`src/rtl/slow_tick_monitor_pkg.sv`:
```
// Shared definitions for the slow divided-clock monitor: FSM state codes and
// the 100 MHz half-period constants shared with the divider blocks.
package slow_tick_monitor_pkg;

    typedef enum logic [1:0] {
        ST_IDLE    = 2'd0,
        ST_ACQUIRE = 2'd1,
        ST_TRACK   = 2'd2
    } mon_state_t;

    localparam int unsigned CLK_HZ            = 100_000_000;
    localparam int unsigned HALF_PERIOD_0P1HZ = CLK_HZ * 5;
    localparam int unsigned HALF_PERIOD_1HZ   = CLK_HZ / 2;
    localparam int unsigned DEF_TOL           = 1000;
    localparam int unsigned DEF_CNT_W         = 32;
    localparam int unsigned TICK_CNT_W        = 16;

    // In-tolerance half periods needed before lock is reported
    localparam logic [1:0]  GOOD_TARGET       = 2'd2;

endpackage

```
`src/rtl/slow_tick_monitor_sync_edge.sv`:
```
// Synchronizer for an asynchronous slow clock plus edge detection on the
// synchronized level.
module sync_edge_detect #(
    parameter int unsigned STAGES = 2
) (
    input  logic clk,
    input  logic rst,
    input  logic din,
    output logic lvl,
    output logic rise_c,
    output logic fall_c
);

    logic [STAGES-1:0] sync_q;
    logic              prev_q;

    // Synchronizer always runs so a later enable never sees a stale edge
    always_ff @(posedge clk or posedge rst) begin
        if (rst) begin
            sync_q <= '0;
            prev_q <= 1'b0;
        end else begin
            sync_q <= {sync_q[STAGES-2:0], din};
            prev_q <= sync_q[STAGES-1];
        end
    end

    assign lvl    = sync_q[STAGES-1];
    assign rise_c = sync_q[STAGES-1] & ~prev_q;
    assign fall_c = ~sync_q[STAGES-1] & prev_q;

endmodule

```
`src/rtl/slow_tick_monitor.sv`:
```
// Slow-clock consumer: edge strobes, rising-edge count, half-period
// measurement against an expected value, and lock/early/late status.
module slow_tick_monitor
    import slow_tick_monitor_pkg::*;
#(
    parameter int unsigned SYNC_STAGES     = 2,
    parameter int unsigned EXP_HALF_PERIOD = HALF_PERIOD_0P1HZ,
    parameter int unsigned TOL             = DEF_TOL,
    parameter int unsigned CNT_W           = DEF_CNT_W
) (
    input  logic                  clk,
    input  logic                  rst,
    input  logic                  slow_clk_in,
    input  logic                  enable,
    input  logic                  clear_err,
    output logic                  tick_rise,
    output logic                  tick_fall,
    output logic [TICK_CNT_W-1:0] tick_count,
    output logic [CNT_W-1:0]      half_period_meas,
    output logic                  locked,
    output logic                  err_early,
    output logic                  err_late
);

    localparam logic [CNT_W-1:0] EARLY_LIM = CNT_W'(EXP_HALF_PERIOD - TOL);
    localparam logic [CNT_W-1:0] HI_LIM    = CNT_W'(EXP_HALF_PERIOD + TOL);
    localparam logic [CNT_W-1:0] LATE_LIM  = CNT_W'(EXP_HALF_PERIOD + TOL + 1);

    logic slow_lvl;
    logic slow_rise_c;
    logic slow_fall_c;
    logic edge_c;

    sync_edge_detect #(
        .STAGES (SYNC_STAGES)
    ) u_sync (
        .clk    (clk),
        .rst    (rst),
        .din    (slow_clk_in),
        .lvl    (slow_lvl),
        .rise_c (slow_rise_c),
        .fall_c (slow_fall_c)
    );

    assign edge_c = slow_rise_c | slow_fall_c;

    mon_state_t            state,          state_nxt;
    logic [CNT_W-1:0]      hp_cnt,         hp_cnt_nxt;
    logic [1:0]            good_cnt,       good_cnt_nxt;
    logic [CNT_W-1:0]      meas_nxt;
    logic [TICK_CNT_W-1:0] tick_count_nxt;
    logic                  tick_rise_nxt;
    logic                  tick_fall_nxt;
    logic                  locked_nxt;
    logic                  err_early_nxt;
    logic                  err_late_nxt;

    always_ff @(posedge clk or posedge rst) begin
        if (rst) begin
            state            <= ST_IDLE;
            hp_cnt           <= '0;
            good_cnt         <= '0;
            half_period_meas <= '0;
            tick_count       <= '0;
            tick_rise        <= 1'b0;
            tick_fall        <= 1'b0;
            locked           <= 1'b0;
            err_early        <= 1'b0;
            err_late         <= 1'b0;
        end else begin
            state            <= state_nxt;
            hp_cnt           <= hp_cnt_nxt;
            good_cnt         <= good_cnt_nxt;
            half_period_meas <= meas_nxt;
            tick_count       <= tick_count_nxt;
            tick_rise        <= tick_rise_nxt;
            tick_fall        <= tick_fall_nxt;
            locked           <= locked_nxt;
            err_early        <= err_early_nxt;
            err_late         <= err_late_nxt;
        end
    end

    always_comb begin
        state_nxt      = state;
        hp_cnt_nxt     = hp_cnt;
        good_cnt_nxt   = good_cnt;
        meas_nxt       = half_period_meas;
        locked_nxt     = locked;
        // Clear first so a same-cycle set below wins
        err_early_nxt  = clear_err ? 1'b0 : err_early;
        err_late_nxt   = clear_err ? 1'b0 : err_late;
        tick_rise_nxt  = enable & edge_c & slow_lvl;
        tick_fall_nxt  = enable & edge_c & ~slow_lvl;
        tick_count_nxt = tick_count;

        if (tick_rise_nxt) begin
            tick_count_nxt = tick_count + TICK_CNT_W'(1);
        end

        if (!enable) begin
            state_nxt    = ST_IDLE;
            locked_nxt   = 1'b0;
            good_cnt_nxt = 2'd0;
        end else begin
            case (state)
                ST_IDLE: begin
                    state_nxt = ST_ACQUIRE;
                end
                ST_ACQUIRE: begin
                    if (edge_c) begin
                        hp_cnt_nxt = CNT_W'(1);
                        state_nxt  = ST_TRACK;
                    end
                end
                ST_TRACK: begin
                    if (edge_c) begin
                        meas_nxt   = hp_cnt;
                        hp_cnt_nxt = CNT_W'(1);
                        if (hp_cnt < EARLY_LIM) begin
                            err_early_nxt = 1'b1;
                            locked_nxt    = 1'b0;
                            good_cnt_nxt  = 2'd0;
                        end else if (hp_cnt <= HI_LIM) begin
                            good_cnt_nxt = (good_cnt == GOOD_TARGET) ? good_cnt
                                                                     : good_cnt + 2'd1;
                            locked_nxt   = (good_cnt_nxt == GOOD_TARGET);
                        end else begin
                            locked_nxt   = 1'b0;
                            good_cnt_nxt = 2'd0;
                        end
                    end else if (hp_cnt >= LATE_LIM) begin
                        // Stall: hold hp_cnt and re-acquire without measuring
                        err_late_nxt = 1'b1;
                        locked_nxt   = 1'b0;
                        good_cnt_nxt = 2'd0;
                        state_nxt    = ST_ACQUIRE;
                    end else begin
                        hp_cnt_nxt = hp_cnt + CNT_W'(1);
                    end
                end
                default: begin
                    state_nxt = ST_IDLE;
                end
            endcase
        end
    end

endmodule

```
`config.mk`:
```
export PLATFORM = sky130hd
export DESIGN_NAME = slow_tick_monitor
export DESIGN_NICKNAME = d
export VERILOG_FILES = /design/src/rtl/slow_tick_monitor_pkg.sv /design/src/rtl/slow_tick_monitor_sync_edge.sv /design/src/rtl/slow_tick_monitor.sv
export SDC_FILE = /design/constraint.sdc
export NUM_CORES = 1
export LEC_CHECK = 0
export ABC_AREA = 1
export BUFFER_PORTS_ARGS = -buffer_cell sky130_fd_sc_hd__buf_2
export CORE_MARGIN = 8
export CORE_UTILIZATION = 65
export CTS_BUF_LIST = sky130_fd_sc_hd__clkbuf_2 sky130_fd_sc_hd__clkbuf_4 sky130_fd_sc_hd__clkbuf_8
export DETAILED_ROUTE_END_ITERATION = 10
export PLACE_DENSITY_LB_ADDON = 0.25
export SETUP_SLACK_MARGIN = 0.05
export SLEW_MARGIN = 15
export SYNTH_ARGS = -nofsm -noshare
export SYNTH_HDL_FRONTEND = slang
export SYNTH_HIERARCHICAL = 1
export SYNTH_SLANG_ARGS = --single-unit
export TNS_END_PERCENT = 1
```
`constraint.sdc`:
```
create_clock -name clk -period 8.3 [get_ports clk]
set_input_delay 1.245 -clock clk [delete_from_list [all_inputs] [get_ports clk]]
set_output_delay 1.245 -clock clk [all_outputs]
set_load 0.01 [all_outputs]
```
Word-level counts from Yosys, hierarchy flattened. Index checks and enable logic that the tools add are counted.

Register bits after elaboration: 92. Bits of input ports: 5. Output and inout port bits: 53. Word-level logic and storage cells: 75.

Add/subtract/negate cells: 3. Order comparisons: 3. Eq/ne operators: 11. Muxes and demuxes: 32. Bitwise gates (word level): 8. Reductions and logical operators: 6.

Operator list (number): two-way mux 32 bit (3); case mux 32 bit (2 select lines) (1); adder 32 x 1 -> 32 bit (second input constant) (1); greater-or-equal comparator 32 x 29 -> 1 bit (second input constant) (1); less-or-equal comparator 32 x 29 -> 1 bit (second input constant) (1); less-than comparator 32 x 29 -> 1 bit (second input constant) (1); two-way mux 2 bit (11); adder 16 x 1 -> 16 bit (second input constant) (1); two-way mux 1 bit (16); != test 3 bit (second input constant) (4); == test 2 bit (second input constant) (3); case mux 2 bit (3 select lines) (1); AND reduction 3 bit (2); AND 1 bit (5); AND reduction 4 bit (1); != test 3 x 1 -> 1 bit (second input constant) (1); adder 2 x 1 -> 2 bit (second input constant) (1); == test 2 x 1 -> 1 bit (second input constant) (1); logical NOT 2 bit (1); != test 2 x 1 -> 1 bit (second input constant) (1); != test 2 bit (second input constant) (1); NOT 1 bit (2); AND reduction 2 bit (1); nonzero test 2 bit (1); OR 1 bit (1).

Depth between registers and ports, before layout. Gate-level depths: netlist of the first run.

Depth after elaboration: 8. Gate-level depth with buffers: 13. Depth with buffers taken out: 12.

By module. The synthesis of the first run kept the hierarchy.

Modules (own cells, without submodules): slow_tick_monitor (times used 1, cells each 620, area an instance 4723.3 um^2, sequential area each 2202.1 um^2); sync_edge_detect (times used 1, cells each 8, area an instance 93.8 um^2, sequential area each 75.1 um^2).

Least setup slack after synthesis of the first run. Ideal clock, no wire load.

Path kind: in2reg. From: input port enable. To: register tick_count[15]. Data arrival time: 2.212 ns. Setup slack: 6.009 ns. Stages: 9. Path buffers: 0. Cells stage by stage: inv_2 > nor2_2 > nand2_1 > nor2_2 > nand3_2 > nor2_2 > nand3_1 > nor2_1 > xor2_1.

Word-level cells in the longest chain between the ends: 2.

Ends and longest elaborated chain: start, declared (line slow_tick_monitor.sv:14) `input logic enable,`; AND 1 bit (2 in series) (line slow_tick_monitor.sv:93) `tick_rise_nxt = enable & edge_c & slow_lvl;`; end signal, assigned (line slow_tick_monitor.sv:75) `tick_count <= tick_count_nxt;`; end, declared (line slow_tick_monitor.sv:18) `output logic [TICK_CNT_W-1:0] tick_count,`.

Every way passes these cells. A chain may end at the register's enable or synchronous reset.

Worst setup path after layout of the first run.
From: register u_sync.sync_q[1]. To: register hp_cnt[26].

Elaborated cells on any way between the ends: 9. Classes of those cells: 2 x eq/ne; 2 x mux; 4 x bitwise; 1 x reduce/logical.

RTL lines: start, declared (line slow_tick_monitor_sync_edge.sv:14) `logic [STAGES-1:0] sync_q;`; start signal, assigned (line slow_tick_monitor_sync_edge.sv:23) `sync_q <= {sync_q[STAGES-2:0], din};`; AND 1 bit * (line slow_tick_monitor_sync_edge.sv:29) `assign rise_c = sync_q[STAGES-1] & ~prev_q;`; named net slow_rise_c (line slow_tick_monitor.sv:30) `logic slow_rise_c;`; OR 1 bit * (line slow_tick_monitor.sv:45) `assign edge_c = slow_rise_c | slow_fall_c;`; != test 3 bit (no line) (tied with other cells); AND reduction 4 bit (no line) or case mux 32 bit (2 select lines) (tied branches); end signal, assigned (line slow_tick_monitor.sv:72) `hp_cnt <= hp_cnt_nxt;`; end, declared (line slow_tick_monitor.sv:48) `logic [CNT_W-1:0] hp_cnt, hp_cnt_nxt;`.

Mark *: on every way through the listed nets, which the timed path passes. The rest lies on a longest branch.

==> results.md, run 1 <==
- Run status: completed
- Die Height: approximately 100 um
- Primary FF master, synth: dfrtp_1
- Vias per inst: 5.478
- Hold EP: u_sync/sync_q[1]$_DFF_PP0_
- Placed cell areas: a little over 0.005 sq mm
- Filler cells: slightly below 600
- Yosys warns: 6
- Setup bufs post-CTS: 0
- Period minus WS final: 2743 ps
- CTS sink cnt: 91
- Unrepaired setup endpoints after global routing: false
- Worst-path fanout max: 57
- Hold buffers post-CTS: 0
- Via count: 4289
- Required time of the critical path: around 8600 ps
- Post-CTS resize count: 0
- Die ar.: between 0.01 and 0.015 sq mm
- Clock buffer depth: 2
- Arrival time worst endpoint: between 2000 and 3000 ps
- Most frequent cells in the layout: nand2_1, dfrtp_1, nor2_1
- Initial core utilization: 66.77%
- Largest net degree at the start of global routing: 67
- Syn Nets: roughly 640
- ANT cells: 0
- Initial antenna violation count: 0
- Buffers on Ports: 57
- Capturing point of the worst reg2reg path: hp_cnt[26]$_DFFE_PP0P_
- Commonest non-fill, non-tap cell in the layout: nand2_1
- Root Driver: clkbuf_8
- Crit share post-route: 33.04%
- Worst R2R Start: u_sync/sync_q[1]$_DFF_PP0_
- Syn_area_per_cell: 7.671 sq um
- Final setup viols: 0
- Number of global-route vias before repair: 4057
- Placed Cells: 767
- GR Overflow Total: 0
- Max VDD drop: about 96 uV
- Fin Setup TNS: 0 ps
- Critical path's slowest cell: nand2_2
- Sequential area share after synthesis: between 40% and 50%
- Io pins: between 50 and 60
- Fin nets: roughly 700
- Mapped cell area: 0.004817 sq mm
- Clock skew: approximately 9 ps
- Crit. End Element: flop
- Post-Layout Cell Count: 783
- Worst-path clk slew: 90 ps
- R2R depth: 10
- Syn Inst Count: 628
- CP Class: reg2reg
- First-pass GRT wire length: about 20000 um
- Unique cell type count in the Yosys netlist: 29
- Hold Path Class: reg2reg
- Synth top area cells: dfrtp_1, nand2_1, nor2_1
- Final wirelength: 11840 um
- #FFs+latches synth: just over 90
- WL per Instance: around 15 um
- Slew Viols, Final: 0
- Least-Margin Pin Slew: 1096 ps
- P&R area growth vs syn: 10.70%
- CTS tree: built
- Post-route ant nets: 0
- First-iteration detailed-routing DRC count: 370
- Final hold vios: 0
- Hold_sp: u_sync/sync_q[0]$_DFF_PP0_
- Relative slew slack: 26.68%
- H-tree levels: 3
- DRC: 0
- Non-Filler Cell Area, Final: 0.005333 sq mm
- Area share of the largest cell type after synthesis: between 40 and 50%
- Largest area contributor in the netlist: dfrtp_1
- Core Area: 0.007214 sq mm
- Power per cell area: around 160 mW/mm^2
- F_max: 364.6 MHz
- Post-synth EDFFs: 0
- Placer Congestion: 0.9676
- Critical path, cell by cell: inv_1 > nor2_1 > inv_1 > nand2_2 > nor2_2 > nand3_2 > nand2_2 > inv_2 > nand2_1 > nand2_1
- Clock Latency Late Sink: 360 ps
- Leakage: roughly 0.0026 uW
- Die width: 102.1 um
- Startpoint Class: flop
- Dpl hpwl: 8897 um
- Num CTS Buffers: 9
- Total track usage: 24.42%
- 1st-pass router iterations: 7
- Max Cap Viol: 0
- Row count: 31
- Worst Hold Depth: 0
- Proportion of layout cells with a drive suffix above 1: between 10% and 20%
- Async SR Flop Fraction: between 90% and 100%
- FF-to-FF setup slack: 5560 ps
- Core Util, Final: ~74%
- CP max stage delay: between 800 and 900 ps
## cell families (layout without fill, tap and decap cells)
kind of cell / count (synthesis) / in the layout / synth area share (%)
compound gates: 71 / 71 / 8.520
xor+xnor: 21 / 21 / 3.818
fa+ha+maj: 5 / 5 / 1.299
buf+inv: 86 / 142 / 7.480
flops: 91 / 91 / 47.27
mux: 1 / 1 / 0.2337
simple gates: 353 / 353 / 31.38
## where the power goes
group | leakage [uW] | switching (uW) | internal [uW]
clock | 0.000100 | 157 | 143
sequential | 0.00124 | 19.8 | 461
combinational | 0.00129 | 62.2 | 29.4
## per-stage QoR
step / power, uW / setup WS (ps) / hold WS (ps)
6_report: 872.6 / 5557 / 369.8
5_1_grt: 906.3 / 5280 / 372.9
4_1_cts: 875.2 / 5193 / 368.5
3_5_place_dp: 580.6 / 5227 / 337.8
3_3_place_gp: 577.3 / 5318 / 347.3
2_1_floorplan: 547.1 / 4776 / 331.2
## worst max-delay path: cells and delay by family (launching register included)
family	cells	cell delay, ps
buffers and inverters	3	290
AND/OR/NAND/NOR	7	1880
flip-flops	1	440
## per-layer routing
layer	vias up	part of all wire, %	global-route usage (%)
met4	0	1.9	9.819
met2	185	46	37.18
met1	1979	43	34.13
met5	-	0	0
met3	31	9.1	3.678
li1	2094	-	-
## worst max path at each step
stage	slack (ps)	start	end	cells after the start
2_1_floorplan	4780	rst	err_early$_DFF_PP0_	1
5_1_grt	5280	u_sync/sync_q[1]$_DFF_PP0_	hp_cnt[14]$_DFFE_PP0P_	10
4_1_cts	5190	u_sync/sync_q[1]$_DFF_PP0_	hp_cnt[26]$_DFFE_PP0P_	10
3_3_place_gp	5320	u_sync/sync_q[1]$_DFF_PP0_	hp_cnt[14]$_DFFE_PP0P_	10
6_report	5560	u_sync/sync_q[1]$_DFF_PP0_	hp_cnt[26]$_DFFE_PP0P_	10
3_5_place_dp	5230	u_sync/sync_q[1]$_DFF_PP0_	hp_cnt[26]$_DFFE_PP0P_	10
## registers in the layout, summed over array words and instances, names as in the netlist
register / count
err_early: 1
half_period_meas: 32
u_sync/sync_q: 2
good_cnt: 1
err_late: 1
u_sync/prev_q: 1
tick_rise: 1
state: 2
hp_cnt: 32
tick_count: 16
tick_fall: 1
locked: 1
## cells in the mapped netlist, drive strengths merged, types with 3 or more instances
cell and n:
ha 5, xor2 18, a21oi 3, dfrtp 91
o21ai 65, nor2 79, inv 67, nand4 14
buf 9, nand3 49, nor3 16, nand2 193
xnor2 3, clkbuf 10
## area by class of cell
class	count	area, sq um	share of cell area, %
repair buffers	59	300.3	5.631
multi-input cells	451	2182	40.92
flip-flops and latches	91	2277	42.70
well taps	99	123.9	2.323
inverters	67	252.7	4.740
clock buffers	10	131.4	2.464
clock inverters	6	65.06	1.220
Power figures use the tool's default switching activity.
==> run 2: changes to the inputs <==
--- a/config.mk
+++ b/config.mk
@@ -5,10 +5,10 @@
 export SDC_FILE = /design/constraint.sdc
 export NUM_CORES = 1
 export LEC_CHECK = 0
-export ABC_AREA = 1
+export ABC_AREA = 0
 export BUFFER_PORTS_ARGS = -buffer_cell sky130_fd_sc_hd__buf_2
 export CORE_MARGIN = 8
-export CORE_UTILIZATION = 65
+export CORE_UTILIZATION = 60
 export CTS_BUF_LIST = sky130_fd_sc_hd__clkbuf_2 sky130_fd_sc_hd__clkbuf_4 sky130_fd_sc_hd__clkbuf_8
 export DETAILED_ROUTE_END_ITERATION = 10
 export PLACE_DENSITY_LB_ADDON = 0.25
==> constraint.sdc (replaced) <==
create_clock -name clk -period 2.7 [get_ports clk]
set_input_delay 0.405 -clock clk [delete_from_list [all_inputs] [get_ports clk]]
set_output_delay 0.405 -clock clk [all_outputs]
set_load 0.01 [all_outputs]
==> results.md, run 2 <==
- Clock buffer depth: 2 (unchanged)
- Vias per inst: 6.121 (was 5.478)
- Worst hold margin: 150.4 ps (was 369.8 ps)
- H-tree levels: 3 (unchanged)
- Crit share post-route: 93.58% (was 33.04%)
- First-iteration detailed-routing DRC count: 367 (was 370)
- Async SR Flop Fraction: 100.0% (unchanged)
- Hold Path Class: in2reg (was reg2reg)
- Startpoint Class: flop (unchanged)
- Post-route ant nets: 0 (unchanged)
- Area share of the largest cell type after synthesis: 50.35% (was 47.27%)
- DRC: 0 (unchanged)
- ANT cells: 0 (unchanged)
- Relative slew slack: 52.59% (was 26.68%)
- Unrepaired setup endpoints after global routing: false (unchanged)
- Power per cell area: 519.4 mW/mm^2 (was 163.6 mW/mm^2)
- WL per Instance: 18.01 um (was 15.13 um)
- Least-Margin Pin Slew: 709.4 ps (was 1096 ps)
- Post-CTS resize count: 0 (unchanged)
- Initial core utilization: 62.03% (was 66.77%)
- Dpl hpwl: 7495 um (was 8897 um)
- CTS tree: built (unchanged)
- Final WS setup: 173.4 ps (was 5557 ps)
- #FFs+latches synth: 91 (unchanged)
- Largest regs: half_period_meas (32), hp_cnt (32), tick_count (16) (unchanged)
- Filler cells: 572 (was 586)
- Core Area: 0.007292 sq mm (was 0.007214 sq mm)
- Syn Nets: 426 (was 638)
- 1st-pass router iterations: 6 (was 7)
- GR Overflow Total: 0 (unchanged)
- Die width: 102.8 um (was 102.1 um)
- Max VDD drop: 346.1 uV (was 96.25 uV)
- Required time of the critical path: 2980 ps (was 8550 ps)
- Number of global-route vias before repair: 3495 (was 4057)
- Slew Viols, Final: 0 (unchanged)
- Most common cell in the netlist: dfrtp_1 (was nand2_1)
- F_max: 395.8 MHz (was 364.6 MHz)
- Most frequent cells in the layout: dfrtp_1, buf_2, nand2_1 (was nand2_1, dfrtp_1, nor2_1)
- Clock skew: 10.37 ps (was 9.247 ps)
- Syn Inst Count: 416 (was 628)
- Post-synth EDFFs: 0 (unchanged)
- Final setup viols: 0 (unchanged)
- Syn_area_per_cell: 10.87 sq um (was 7.671 sq um)
- CTS sink cnt: 91 (unchanged)
- Clock Latency Late Sink: 350 ps (was 360 ps)
- Commonest non-fill, non-tap cell in the layout: dfrtp_1 (was nand2_1)
- Worst-path fanout max: 12 (was 57)
- Root Driver: clkbuf_8 (unchanged)
- Buffers on Ports: 57 (unchanged)
- Total track usage: 20.75% (was 24.42%)
- Arrival time worst endpoint: 2810 ps (was 2990 ps)
- Die ar.: 0.01057 sq mm (was 0.01042 sq mm)
- Via count: 3593 (was 4289)
- Unique cell type count in the Yosys netlist: 63 (was 29)
- Num CTS Buffers: 9 (unchanged)
- Post-synth top cells: dfrtp_1, nand2_1, mux2_2 (was nand2_1, dfrtp_1, nor2_1)
- Period minus WS final: 2527 ps (was 2743 ps)
- Fin nets: 496 (was 689)
- Mapped cell area: 0.004523 sq mm (was 0.004817 sq mm)
- Leakage: 0.002462 uW (was 0.002629 uW)
- Initial antenna violation count: 0 (unchanged)
- Primary FF master, synth: dfrtp_1 (unchanged)
- Worst-path clk slew: 80 ps (was 90 ps)
- Largest area contributor in the netlist: dfrtp_1 (unchanged)
- First-pass GRT wire length: 17190 um (was 19780 um)
- Largest net degree at the start of global routing: 47 (was 67)
- Io pins: 58 (unchanged)
- CP Class: reg2reg (unchanged)
- Max Cap Viol: 0 (unchanged)
- Core Util, Final: 71.21% (was 73.92%)
- Synth top area cells: dfrtp_1, mux2_2, or4_1 (was dfrtp_1, nand2_1, nor2_1)
- Placer Congestion: 0.8933 (was 0.9676)
- P&R area growth vs syn: 14.80% (was 10.70%)
- Fin Setup TNS: 0 ps (unchanged)
- Row count: 31 (unchanged)
- Final hold vios: 0 (unchanged)
- Place WS: 177.6 ps (was 5227 ps)
- Final wirelength: 10570 um (was 11840 um)
- Run status: completed (unchanged)
- Die Height: 102.8 um (was 102.1 um)
- Proportion of layout cells with a drive suffix above 1: 30.94% (was 16.96%)
- Crit. End Element: flop (unchanged)
- Sequential area share after synthesis: 50.35% (was 47.27%)
- Yosys warns: 6 (unchanged)
-- run 2: changes by cell type after synthesis, sizes merged, moves of 8 or more --
cell,before,now
a21oi,3,20
and3,1,12
inv,67,14
mux2,1,33
nand2,193,41
nand3,49,21
nor2,79,17
nor3,16,8
o211ai,1,10
o21ai,65,14
or4,0,22
xnor2,3,11
xor2,18,5
-- run 2: routing by layer --
metal	global-route usage (%)	part of all wire, %	up-vias
met3	3.376	5.3	34
met5	0	0	-
met4	8.120	2.3	0
li1	-	-	1661
met1	27.13	44	1765
met2	33.82	48	133
-- run 2: repair_timing --
| item | in CTS | in global routing |
|---|---|---|
| hold buffers | 1 | 0 |
| buffers inserted | 0 | 4 |
| hold endpoints to repair | 3 | 0 |
| setup endpoints to repair | 0 | 11 |
-- run 2: report_power, final --
part           switching [uW]  internal (uW)  total (uW)
Combinational             205            139         344
Clock                     435            422         857
Sequential               68.2           1430        1500
Total                     708           1990        2700
-- run 2: final timing paths --
path	startpoint	to	slack, ps	cells after the start
setup / recovery	hp_cnt[19]$_DFFE_PP0P_	hp_cnt[12]$_DFFE_PP0P_	170	7
hold / removal	slow_clk_in	u_sync/sync_q[0]$_DFF_PP0_	150	1
setup reg to reg	hp_cnt[19]$_DFFE_PP0P_	hp_cnt[12]$_DFFE_PP0P_	170	7
hold reg to reg	u_sync/sync_q[0]$_DFF_PP0_	u_sync/sync_q[1]$_DFF_PP0_	350	0
max in group asynchronous	rst	half_period_meas[9]$_DFFE_PP0P_	1400	4
min in group asynchronous	rst	u_sync/sync_q[0]$_DFF_PP0_	480	3
-- run 2: kinds of logic (layout without fill, tap and decap cells) --
logic type / Yosys count / in the layout / share of synthesized area (%)
AOI/OAI and AO/OA: 72 / 72 / 11.65
xor gates and xnor gates: 16 / 16 / 3.098
adders and majority gates: 5 / 5 / 1.383
buffers and inverters: 36 / 108 / 3.983
DFF: 91 / 91 / 50.35
muxes: 37 / 37 / 9.101
and+or+nand+nor: 159 / 159 / 20.44
-- run 2: layout make-up --
| class | instances | area, sq um | area share [%] |
|---|---|---|---|
| Multi-Input combinational cell | 289 | 2068 | 39.83 |
| Timing Repair Buffer | 81 | 493.0 | 9.494 |
| Clock buffer | 10 | 131.4 | 2.530 |
| Inverter | 14 | 56.30 | 1.084 |
| Clock inverter | 3 | 42.54 | 0.8193 |
| Tap cell | 99 | 123.9 | 2.386 |
| Sequential cell | 91 | 2277 | 43.86 |
-- run 2: worst max-delay path: stages, from the launching register on --
cell,delay [ps]
dfrtp_1,380
and2_1,200
a211oi_1,450
o311a_2,330
o2111ai_4,270
buf_4,280
or4_1,470
o21ai_1,90
-- run 2: metrics by stage --
stage | power [uW] | cells | cell area [sq um]
4_1_cts | 2714 | 583 | 5162
5_1_grt | 2810 | 587 | 5192
2_1_floorplan | 1720 | 416 | 4527
6_report | 2697 | 587 | 5192
3_5_place_dp | 1862 | 569 | 4979
3_3_place_gp | 1845 | 569 | 4979
